## config.mk

```make
export PLATFORM = sky130hd
export DESIGN_NAME = result_demux
export DESIGN_NICKNAME = d
export VERILOG_FILES = /design/src/rtl/result_demux_pkg.sv /design/src/rtl/sync_fifo.sv /design/src/rtl/result_demux.sv
export SDC_FILE = /design/constraint.sdc
export NUM_CORES = 1
export LEC_CHECK = 0
export ABC_CLOCK_PERIOD_IN_PS = 5000
export BUFFER_PORTS_ARGS = -buffer_cell sky130_fd_sc_hd__buf_2
export CORE_UTILIZATION = 40
export DETAILED_ROUTE_END_ITERATION = 16
export GPL_TIMING_DRIVEN = 0
export PLACE_DENSITY = 0.68
export SYNTH_ARGS = -nofsm -noshare
export SYNTH_HDL_FRONTEND = slang
export SYNTH_SLANG_ARGS = --single-unit
export TNS_END_PERCENT = 30
```

## constraint.sdc

```tcl
create_clock -name clock -period 5 [get_ports clock]
set_clock_uncertainty 0.05 [all_clocks]
set_input_delay 0.25 -clock clock [delete_from_list [all_inputs] [get_ports clock]]
set_output_delay 0.25 -clock clock [all_outputs]
set_load 0.03 [all_outputs]
```

## src/rtl/result_demux_pkg.sv

```systemverilog
// Shared definitions for the result demultiplexer: destination encoding,
// control decode and the default data width.
package result_demux_pkg;

    localparam int DEFAULT_WIDTH = 32;

    typedef enum logic [1:0] {
        DEST0 = 2'd0,
        DEST1 = 2'd1,
        DEST2 = 2'd2
    } dest_t;

    // control2 dominates, so {control1, control2} = 01 and 11 both select DEST2
    function automatic dest_t decode_dest(input logic control1, input logic control2);
        if (control2) begin
            return DEST2;
        end
        if (control1) begin
            return DEST1;
        end
        return DEST0;
    endfunction

endpackage

```

## src/rtl/sync_fifo.sv

```systemverilog
// Synchronous FIFO with registered occupancy; full/empty come from the
// occupancy counter, pointers wrap modulo DEPTH (DEPTH is a power of two).
module sync_fifo #(
    parameter int WIDTH = 8,
    parameter int DEPTH = 2
) (
    input  logic             clock,
    input  logic             reset,
    input  logic             push,
    input  logic             pop,
    input  logic [WIDTH-1:0] push_data,
    output logic [WIDTH-1:0] head,
    output logic             full,
    output logic             empty
);

    localparam int PTR_W = $clog2(DEPTH);
    localparam int OCC_W = PTR_W + 1;

    logic [WIDTH-1:0] mem [DEPTH];
    logic [PTR_W-1:0] wr_ptr;
    logic [PTR_W-1:0] rd_ptr;
    logic [OCC_W-1:0] occupancy;
    logic             do_push;
    logic             do_pop;

    assign full    = (occupancy == OCC_W'(DEPTH));
    assign empty   = (occupancy == '0);
    assign do_push = push && !full;
    assign do_pop  = pop && !empty;
    assign head    = mem[rd_ptr];

    always_ff @(posedge clock) begin
        if (reset) begin
            wr_ptr    <= '0;
            rd_ptr    <= '0;
            occupancy <= '0;
        end else begin
            if (do_push) begin
                wr_ptr <= wr_ptr + PTR_W'(1);
            end
            if (do_pop) begin
                rd_ptr <= rd_ptr + PTR_W'(1);
            end
            case ({do_push, do_pop})
                2'b10:   occupancy <= occupancy + OCC_W'(1);
                2'b01:   occupancy <= occupancy - OCC_W'(1);
                default: occupancy <= occupancy;
            endcase
        end
    end

    always_ff @(posedge clock) begin
        if (!reset && do_push) begin
            mem[wr_ptr] <= push_data;
        end
    end

endmodule

```

## src/rtl/result_demux.sv

```systemverilog
// Routes queued words to one of three destinations chosen by the control
// bits captured with each word, in strict acceptance order.
module result_demux
    import result_demux_pkg::*;
#(
    parameter int WIDTH = DEFAULT_WIDTH,
    parameter int DEPTH = 2,
    parameter int CNT_W = 8
) (
    input  logic             clock,
    input  logic             reset,
    input  logic             in_valid,
    output logic             in_ready,
    input  logic             control1,
    input  logic             control2,
    input  logic [WIDTH-1:0] in_data,
    output logic             out0_valid,
    output logic             out1_valid,
    output logic             out2_valid,
    input  logic             out0_ready,
    input  logic             out1_ready,
    input  logic             out2_ready,
    output logic [WIDTH-1:0] out0_data,
    output logic [WIDTH-1:0] out1_data,
    output logic [WIDTH-1:0] out2_data,
    output logic [CNT_W-1:0] count0,
    output logic [CNT_W-1:0] count1,
    output logic [CNT_W-1:0] count2,
    output logic             busy
);

    logic [WIDTH+1:0] head_entry;
    logic [WIDTH-1:0] head_word;
    dest_t            head_dest;
    logic             full;
    logic             empty;
    logic             push;
    logic             pop;

    sync_fifo #(
        .WIDTH (WIDTH + 2),
        .DEPTH (DEPTH)
    ) u_queue (
        .clock     (clock),
        .reset     (reset),
        .push      (push),
        .pop       (pop),
        .push_data ({control1, control2, in_data}),
        .head      (head_entry),
        .full      (full),
        .empty     (empty)
    );

    // in_ready depends only on registered occupancy, never on the out*_ready inputs
    assign in_ready  = !full;
    assign push      = in_valid && in_ready;
    assign busy      = !empty;
    assign head_word = head_entry[WIDTH-1:0];
    assign head_dest = decode_dest(head_entry[WIDTH+1], head_entry[WIDTH]);

    always_comb begin
        out0_valid = 1'b0;
        out1_valid = 1'b0;
        out2_valid = 1'b0;
        out0_data  = '0;
        out1_data  = '0;
        out2_data  = '0;
        pop        = 1'b0;
        if (!empty) begin
            case (head_dest)
                DEST0: begin
                    out0_valid = 1'b1;
                    out0_data  = head_word;
                    pop        = out0_ready;
                end
                DEST1: begin
                    out1_valid = 1'b1;
                    out1_data  = head_word;
                    pop        = out1_ready;
                end
                DEST2: begin
                    out2_valid = 1'b1;
                    out2_data  = head_word;
                    pop        = out2_ready;
                end
                default: pop = 1'b0;
            endcase
        end
    end

    always_ff @(posedge clock) begin
        if (reset) begin
            count0 <= '0;
            count1 <= '0;
            count2 <= '0;
        end else if (pop) begin
            case (head_dest)
                DEST0:   count0 <= count0 + CNT_W'(1);
                DEST1:   count1 <= count1 + CNT_W'(1);
                DEST2:   count2 <= count2 + CNT_W'(1);
                default: count0 <= count0;
            endcase
        end
    end

endmodule

```

# Yosys cells after proc, flatten, opt, wreduce, memory -nomap -nowiden
# Memory sizes are Yosys's and may differ from the RTL's. A register that Yosys moved wholly into a read port is not among the register bits.
# Index checks and enable logic that the tools add are counted.
[op_classes]
addsub = 7
eq_ne = 5
muxes = 26
n_reduce_logical = 13
[ops]
columns = ["operator", "n"]
rows = [
  ["$mux W32", 6],
  ["$add A8 B1 Y8 const B", 3],
  ["$mux W1", 14],
  ["$mux W2", 4],
  ["$eq A2 B2 Y1 const B", 3],
  ["$reduce_and A2 Y1", 3],
  ["$eq A2 B1 Y1 const B", 2],
  ["$logic_and A1 B1 Y1", 4],
  ["$logic_not A2 Y1", 2],
  ["$pmux W2 S2", 1],
  ["$logic_not A1 Y1", 3],
  ["$pmux W1 S3", 1],
  ["$add A1 B1 Y1 const B", 2],
  ["$add A2 B1 Y2 const B", 1],
  ["$reduce_bool A2 Y1", 1],
  ["$sub A2 B1 Y2 const B", 1],
]
[word_totals]
register_bits = 28
mem_bits_rw = 68
in_bits = 40
out_inout_bits = 125
elab_cells = 58
memories = 1
[mem_list]
columns = ["memory", "depth", "width", "rd", "rd_clocked_by_memory_dff", "write_ports", "line", "rtl"]
rows = [
  ["u_queue.mem", 2, 34, 1, 1, 1, "sync_fifo.sv:20", "logic [WIDTH-1:0] mem [DEPTH];"],
]

# Logic depth before layout (Yosys ltp)
# Gate-level depths: netlist (run 1).
[logic_depth]
ltp_word = 10
ltp_mapped = 9

# Hierarchy
# Synthesis (run 1) repeated with hierarchy kept, for this count alone.
[unflattened]
cells_unflattened = 371
area_unflattened_um2 = 4463.0
[modules_own_cells]
columns = ["mod", "instances", "cells_each", "area_per_inst_um2"]
rows = [
  ["sync_fifo", 1, 131, 2673.8],
  ["result_demux", 1, 240, 1789.2],
]

# Worst setup path after synthesis (run 1)
# Ideal clock, no wire load.
[synth_timing]
path_kind = "register -> register"
startpoint = "register u_queue.occupancy[0]"
endpoint = "memory u_queue.mem[1][0] in the netlist's numbering (enable)"
setup_time_ps = 475
t_arrival_ps = 3489
path_slack_ps = 986
path_stages_with_launch = 5
n_path_buf = 1
cell_sequence = "dfxtp_1 buf_2 nand2b_1 nand2_1 nor3b_1"
[synth_between]
elab_chain_len = 7
[synth_lines]
columns = ["item", "line", "rtl"]
rows = [
  ["start, declared", "sync_fifo.sv:23", "logic [OCC_W-1:0] occupancy;"],
  ["start signal, assigned", "sync_fifo.sv:46", "2'b10: occupancy <= occupancy + OCC_W'(1);"],
  ["start signal, assigned", "sync_fifo.sv:47", "2'b01: occupancy <= occupancy - OCC_W'(1);"],
  ["start signal, assigned", "sync_fifo.sv:48", "default: occupancy <= occupancy;"],
  ["$eq A2 B2 Y1 *", "sync_fifo.sv:27", "assign full = (occupancy == OCC_W'(DEPTH));"],
  ["$logic_not A1 Y1 *", "result_demux.sv:55", "assign in_ready = !full;"],
  ["via in_ready", "result_demux.sv:13", "output logic in_ready,"],
  ["$logic_and A1 B1 Y1", "result_demux.sv:56", "assign push = in_valid && in_ready;"],
  ["$logic_and A1 B1 Y1 *", "sync_fifo.sv:29", "assign do_push = push && !full;"],
  ["$logic_and A1 B1 Y1 *", "sync_fifo.sv:54", "if (!reset && do_push) begin"],
  ["$mux W1 *", "sync_fifo.sv:54", ""],
  ["$mux W1 (not written as such) *", "sync_fifo.sv:55", "mem[wr_ptr] <= push_data;"],
  ["end, declared", "sync_fifo.sv:20", ""],
]
# The timed path passes the listed nets; every way through them passes the cells marked *.

# Worst setup path in the final report (run 1)
[layout_timing]
startpoint = "register u_queue.occupancy[0]"
endpoint = "output port out2_data[6]"
[layout_between]
elab_chain_len = 2
[layout_lines]
columns = ["item", "line", "rtl"]
rows = [
  ["$logic_not A2 Y1", "sync_fifo.sv:28", "assign empty = (occupancy == '0);"],
  ["$mux W32", "result_demux.sv:69", "if (!empty) begin"],
  ["end, declared", "result_demux.sv:25", "output logic [WIDTH-1:0] out2_data,"],
]
# Every way passes these cells.

==> results.md, run 1 <==
* Status: completed
* Startpoint type of the worst setup path: flip-flop
* Detailed placement HPWL at 7.77 mm
* WL final at 10.4 mm
* Hold Path Origin: in_data[17]
* Largest net degree at the start of global routing at 19
* Reg2reg setup slack at 2570 ps
* Critical path arrival at 2740 ps
* Via count at 3535
* Top FF cell, synth: edfxtp_1
* Hold path depth at 1
* Initial antenna violation count at 0
* Cell variety after synth at 38
* Die Wd at 105 um
* CTS Sinks at 97
* Depth of the CTS H-tree at 3
* Max Fclk at 329 MHz
* Clock Tree Buf Depth at 2
* Worst-margin pin slew at 737 ps
* Static Leak at 2.45 nW
* Final Max Tran Viols at 0
* Hold_ws at 14.5 ps
* Critical path's largest stage delay at 560 ps
* Syn-to-layout area delta at 31.3%
* Core Footprint at 10300 um2
* Required time worst endpoint at 4700 ps
* First-pass GRT wire length at 16.3 mm
* PD cells at 490 nW/um2
* Critical path capture point type: output pin
* RR Endpoint: u_queue.occupancy[1]$_SDFFE_PP0P_
* Critical-path cell list: buf_2, nor2_1, inv_2, nand2_1, clkbuf_1, nor2_1, buf_2
* Starting Density at 41.4%
* Cell family with most CP delay: buffers and inverters
* Placed inst area at 5350 um2
* Vias in the first global route at 3433
* Std-Cell Rows at 37
* Layout net count at 604
* CTS root buffer: clkbuf_8
* Die Height at 105 um
* Worst r2r src: u_queue.occupancy[0]$_SDFFE_PP0P_
* Dpl ws at 2360 ps
* Initial drt markers at 161
* Layout cell share with drive strength beyond 1 at 35.9%
* Gr usage total at 19.0%
* Average size of a mapped cell at 11.3 um2
* Mapped Cells at 378
* CTS tree: built
* Synth warn at 0
* GRT Residual Overflow at 0
* Async S/R FF share, synth at 0%
* # fillers at 910
* Highest-delay cell along the critical path: nor2_1
* Netlist Area Pre-Place at 4270 um2
* Design area at 5610 um2
* Seq cells post-synth at 97
* Crit Path Category: reg -> out
* Number of setup buffers added after CTS at 0
* Die area at 11100 um2
* Max VDD drop at 0.243 mV
* Fin. Hold Viols at 0
* Clk Latency, worst-skew pair at 360 ps
* Final worst slack at 1960 ps
* Storage cell area at 2620 um2
* # IOs at 165
* Tmin final at 3040 ps
* # resized after CTS at 0
* Fin crit share at 60.8%
* Setup violators final at 0
* Crit Path Max Fanout at 10
* Reg clk slew, reported paths at 100 ps
* Hold path endpoint: u_queue.mem[0][17]$_DFFE_PP_
* Min-Delay Path Class: in -> reg
* Routed vias/inst at 5.04
* TritonCTS buffer count at 9
* I/O Buffers at 164
* Bufs and invs on worst path at 4
* Max_cap viols at 0
* EDFF count, synth at 68
* Antenna Nets Post-Route at 0
* DRC at 0
* Max-slew headroom at 50.9%
* Area of the multi-input gates at 1530 um2
* Seq/Total Area, Yosys at 61.4%
* Wirelength per Cell at 14.9 um
* Ant diodes at 0
* CTS Hold Buffers Added at 0
* GP Congestion at 0.747
* Pre-antenna DRT Iters at 4
* Syn_nets at 422
* Depth of the most critical reg-to-reg path at 8
* RSZ-0062 raised after global routing: false
[power breakdown]
group          internal, W  switching [W]  leakage, nW
Combinational     0.000326       0.000822         1.47
Clock             0.000343       0.000292        0.128
Sequential        0.000938      0.0000309        0.858
[state kept, by name (all words and copies together) (netlist names), named ones only]
| register | flops |
|---|---|
| u_queue.mem | 68 |
| count0 | 8 |
| u_queue.wr_ptr | 1 |
| count2 | 8 |
| u_queue.occupancy | 2 |
| count1 | 8 |
| u_queue.rd_ptr | 1 |
[through the flow]
stage	total power [W]	instances	TNS [ps]	utilization (%)
global placement	0.00210	678	-14370	51.0
finish	0.00275	701	0	54.3
floorplan	0.00180	378	0	-
detailed placement	0.00214	684	0	51.8
CTS	0.00277	700	0	54.2
global route	0.00288	701	0	54.3
[layout make-up]
class / count / area share, %
well taps: 136 / 3.03
clock inverters: 7 / 2.32
flip-flops and latches: 97 / 46.8
inverters: 8 / 0.535
multi-input cells: 253 / 27.3
clock buffers: 9 / 2.21
repair buffers: 171 / 16.1
plain buffers: 20 / 1.72
[cell usage in the layout (no fill, tap or decap), drive strengths merged, types with 4 or more instances in the layout]
| master | instances |
|---|---|
| nand2 | 5 |
| ha | 4 |
| or4 | 5 |
| buf | 183 |
| mux2i | 38 |
| xnor2 | 10 |
| o211ai | 4 |
| o31ai | 5 |
| clkbuf | 16 |
| o21ai | 4 |
| a21oi | 10 |
| nand3 | 8 |
| inv | 12 |
| nor2 | 116 |
| edfxtp | 68 |
| dfxtp | 29 |
| nor4 | 8 |
| nand4 | 11 |
| xor2 | 6 |
[worst max path at each step]
stage	from	endpoint	slack, ps	cells past startpoint
after floorplan	u_queue.occupancy[0]$_SDFFE_PP0P_	u_queue.mem[1][0]$_DFFE_PP_	990	4
after global placement	u_queue.occupancy[0]$_SDFFE_PP0P_	u_queue.mem[1][2]$_DFFE_PP_	-370	4
after detailed placement	u_queue.occupancy[0]$_SDFFE_PP0P_	out2_data[6]	2360	7
after CTS	u_queue.occupancy[0]$_SDFFE_PP0P_	out2_data[6]	1940	7
after global routing	u_queue.occupancy[0]$_SDFFE_PP0P_	out2_data[4]	1790	7
final	u_queue.occupancy[0]$_SDFFE_PP0P_	out2_data[6]	1960	7
[synth_stat cells, types with 2 or more instances]
library cell / number / share of area, %
or4_1: 5 / 0.88
nand3_1: 6 / 0.70
o21ai_0: 4 / 0.47
edfxtp_1: 68 / 48
or3_1: 3 / 0.44
o31ai_1: 5 / 0.88
xnor2_1: 10 / 2.0
mux2i_1: 36 / 8.4
nand4_1: 11 / 1.6
buf_2: 5 / 0.59
nor4_1: 8 / 1.2
a21oi_1: 10 / 1.2
ha_1: 4 / 1.2
nor2_1: 116 / 10
nand2b_1: 2 / 0.29
buf_1: 6 / 0.53
xor2_1: 6 / 1.2
buf_6: 2 / 0.53
o211ai_1: 4 / 0.70
clkbuf_1: 7 / 0.62
nor3_1: 3 / 0.35
nand3_2: 2 / 0.47
mux2_2: 2 / 0.53
nand2_1: 5 / 0.44
dfxtp_1: 29 / 14
inv_1: 7 / 0.62
[layer usage]
metal	vias up	share of wire [%]	track usage, %
met5	-	0	0
li1	1707	-	-
met4	0	2.2	8.35
met1	1696	42	22.5
met2	116	51	33.5
met3	16	4.6	3.34
[cells by family after synthesis]
logic type	share of synthesized area, %
and+or+nand+nor	17.8
DFF	61.4
muxes	9.81
buffers and inverters	2.96
AOI/OAI and AO/OA	3.63
xor gates and xnor gates	3.28
adders and majority gates	1.17
Power figures use the tool's default switching activity.
==> run 2, diff against run 1 <==
--- a/config.mk
+++ b/config.mk
@@ -5,7 +5,7 @@
 export SDC_FILE = /design/constraint.sdc
 export NUM_CORES = 1
 export LEC_CHECK = 0
-export ABC_CLOCK_PERIOD_IN_PS = 5000
+export ABC_CLOCK_PERIOD_IN_PS = 2900
 export BUFFER_PORTS_ARGS = -buffer_cell sky130_fd_sc_hd__buf_2
 export CORE_UTILIZATION = 40
 export DETAILED_ROUTE_END_ITERATION = 16
==> constraint.sdc (replaced) <==
create_clock -name clock -period 2.9 [get_ports clock]
set_clock_uncertainty 0.05 [all_clocks]
set_input_delay 0.145 -clock clock [delete_from_list [all_inputs] [get_ports clock]]
set_output_delay 0.145 -clock clock [all_outputs]
set_load 0.03 [all_outputs]
==> run 2 against run 1 <==
  * Clock power rose by 25%
  * Critical path depth did not move
  * Global-route usage rose by 0.68 points
  * Largest power group unchanged
  * Cell area rose by 4.2%
  * Highest routed layer unchanged
  * Sequential share of layout area fell by 1.9 points
  * Die area did not move
  * Utilization rose by 2.3 points
==> results.md, run 2 (synthesis gave the netlist of run 1 again) <==
* Max VDD drop at 0.389 mV (+60%)
* Routed vias/inst at 4.97 (-1.5%)
* Core Footprint at 10300 um2 (unchanged)
* GP Congestion at 0.759 (+1.6%)
* GRT Residual Overflow at 0 (unchanged)
* Core Util, Final at 56.6% (+2.3 points)
* Static Leak at 2.54 nW (+3.6%)
* Critical path arrival at 2500 ps (-240 ps)
* WL final at 10.6 mm (+1.9%)
* Detailed placement HPWL at 7.59 mm (-2.3%)
* Max Fclk at 371 MHz
* Depth of the CTS H-tree at 3 (unchanged)
* Fin. Hold Viols at 0 (unchanged)
* Gr usage total at 19.6% (+0.68 points)
* First-pass GRT wire length at 17.0 mm (+4.1%)
* Wirelength per Cell at 14.5 um (-2.5%)
* Design area at 5850 um2 (+4.2%)
* Required time worst endpoint at 2710 ps (-1990 ps)
* Critical path capture point type: output pin
* Startpoint type of the worst setup path: flip-flop
* TritonCTS buffer count at 9 (unchanged)
* Design Power at 0.00450 W (+63%)
* Initial drt markers at 229 (+42%)
* Crit Path Max Fanout at 10 (unchanged)
* Depth of the most critical reg-to-reg path at 8 (unchanged)
* Std-Cell Rows at 37 (unchanged)
* RSZ-0062 raised after global routing: false
* Max-slew headroom at 37.6% (-13 points)
* Hold Path Origin: out2_ready
* Starting Density at 41.4% (unchanged)
* Setup violators final at 0 (unchanged)
* Via count at 3635 (+2.8%)
* Reg2reg setup slack at 470 ps (-2100 ps)
* Initial antenna violation count at 0 (unchanged)
* Crit Path Category: reg -> out
* Status: completed
* PD cells at 769 nW/um2 (+57%)
* RR Endpoint: u_queue.occupancy[1]$_SDFFE_PP0P_
* Clock Tree Buf Depth at 2 (unchanged)
* Layout cell share with drive strength beyond 1 at 33.6% (-2.4 points)
* Max FFs per register at 68 (unchanged)
* Die Wd at 105 um (unchanged)
* CTS root buffer: clkbuf_8
* Syn-to-layout area delta at 36.8%
* Pre-antenna DRT Iters at 4 (unchanged)
* Hold path endpoint: count2[3]$_SDFFE_PP0P_
* Hold path depth at 4 (+3)
* Vias in the first global route at 3582 (+4.3%)
* Max_cap viols at 0 (unchanged)
* Placed inst area at 5330 um2 (-0.23%)
* Ant diodes at 0 (unchanged)
* Tmin final at 2690 ps
* Largest net degree at the start of global routing at 19 (unchanged)
* # IOs at 165 (unchanged)
* Worst-margin pin slew at 935 ps (+198 ps)
* DRC at 0 (unchanged)
* CTS tree: built
* I/O Buffers at 164 (unchanged)
* Die area at 11100 um2 (unchanged)
* Largest Register: u_queue.mem
* Min-Delay Path Class: in -> reg
* Antenna Nets Post-Route at 0 (unchanged)
* Clk Latency, worst-skew pair at 360 ps (about the same)
* Fin crit share at 92.8%
* Final Max Tran Viols at 0 (unchanged)
* Commonest non-fill, non-tap cell in the layout: buf_2
* Reg clk slew, reported paths at 100 ps (about the same)
* Die Height at 105 um (unchanged)
* Number of setup buffers added after CTS at 0 (unchanged)
* Layout net count at 635 (+5.1%)
* CTS Sinks at 97 (unchanged)
* Most frequent cells in the layout: 169 x buf_2, 115 x nor2_1, 68 x edfxtp_1, 36 x mux2i_1, 34 x dlygate4sd3_1
==> run 2: cell types whose count changed in the layout (fill, tap and decap cells not counted), sizes merged <==
cell,before,now
dlygate4sd3,1,34
bufinv,3,0
buf,183,181
clkbuf,16,18
clkinv,0,2
inv,12,10
clkinvlp,0,1
==> run 2: final cells by class <==
cell class | instances | area [um2]
multi-input cells | 253 | 1540
inverters | 8 | 30.0
repair buffers | 202 | 1210
clock inverters | 5 | 40.0
flip-flops and latches | 97 | 2620
clock buffers | 11 | 131
well taps | 136 | 170
fillers | 900 | 4480
plain buffers | 20 | 96.3
==> run 2: per-stage QoR <==
step / TNS (ps) / hold WS (ps) / setup WS [ps] / cells
2_1_floorplan: -31090 / 194 / -914 / 378
5_1_grt: 0 / 137 / 60.4 / 732
3_5_place_dp: 0 / 286 / 398 / 682
3_3_place_gp: -92440 / 284 / -2190 / 678
4_1_cts: 0 / 99.2 / 193 / 732
6_report: 0 / 116 / 208 / 732
==> run 2: power breakdown <==
group	internal, W	leakage, nW	switching [W]
clock network	0.000320	0.0845	0.000474
registers	0.00162	0.858	0.0000566
logic	0.000591	1.60	0.00144
total	0.00253	2.54	0.00197
==> run 2: worst max-delay path: stages, from the launching register on <==
cell      delay (ps)
dfxtp_1          330
buf_6            160
mux2_2           380
buf_2            210
nand2_1          310
clkbuf_1         440
nor2_1           110
buf_2            200
==> run 2: repair_timing <==
| item | CTS | global route |
|---|---|---|
| endpoints found under the hold margin | 68 | 0 |
| hold buffers | 34 | 0 |
| resized for setup | 1 | 0 |
| setup endpoints to repair | 10 | 0 |
==> run 2: worst max-delay path by stage <==
stage               depth (start not counted)                      endpoint                         startpoint  slack (ps)
floorplan                                   4   u_queue.mem[0][0]$_DFFE_PP_  u_queue.occupancy[0]$_SDFFE_PP0P_        -910
global placement                            4  u_queue.mem[0][16]$_DFFE_PP_  u_queue.occupancy[0]$_SDFFE_PP0P_       -2190
detailed placement                          7                 out2_data[11]  u_queue.occupancy[0]$_SDFFE_PP0P_         400
CTS                                         7                 out2_data[11]                          flip-flop         190
global route                                7                  out2_data[6]  u_queue.occupancy[0]$_SDFFE_PP0P_          60
finish                                      7                  out2_data[6]                          flip-flop         210
==> run 2: per-layer routing <==
| metal | routed length (um) | global-route usage (%) | part of all wire [%] | up-vias |
|---|---|---|---|---|
| li1 | - | - | - | 1764 |
| met1 | 4530 | 23.7 | 43 | 1744 |
| met2 | 5480 | 34.9 | 52 | 120 |
| met3 | 520 | 3.65 | 4.9 | 7 |
| met4 | 89 | 6.84 | 0.84 | 0 |
| met5 | 0 | 0 | 0 | - |
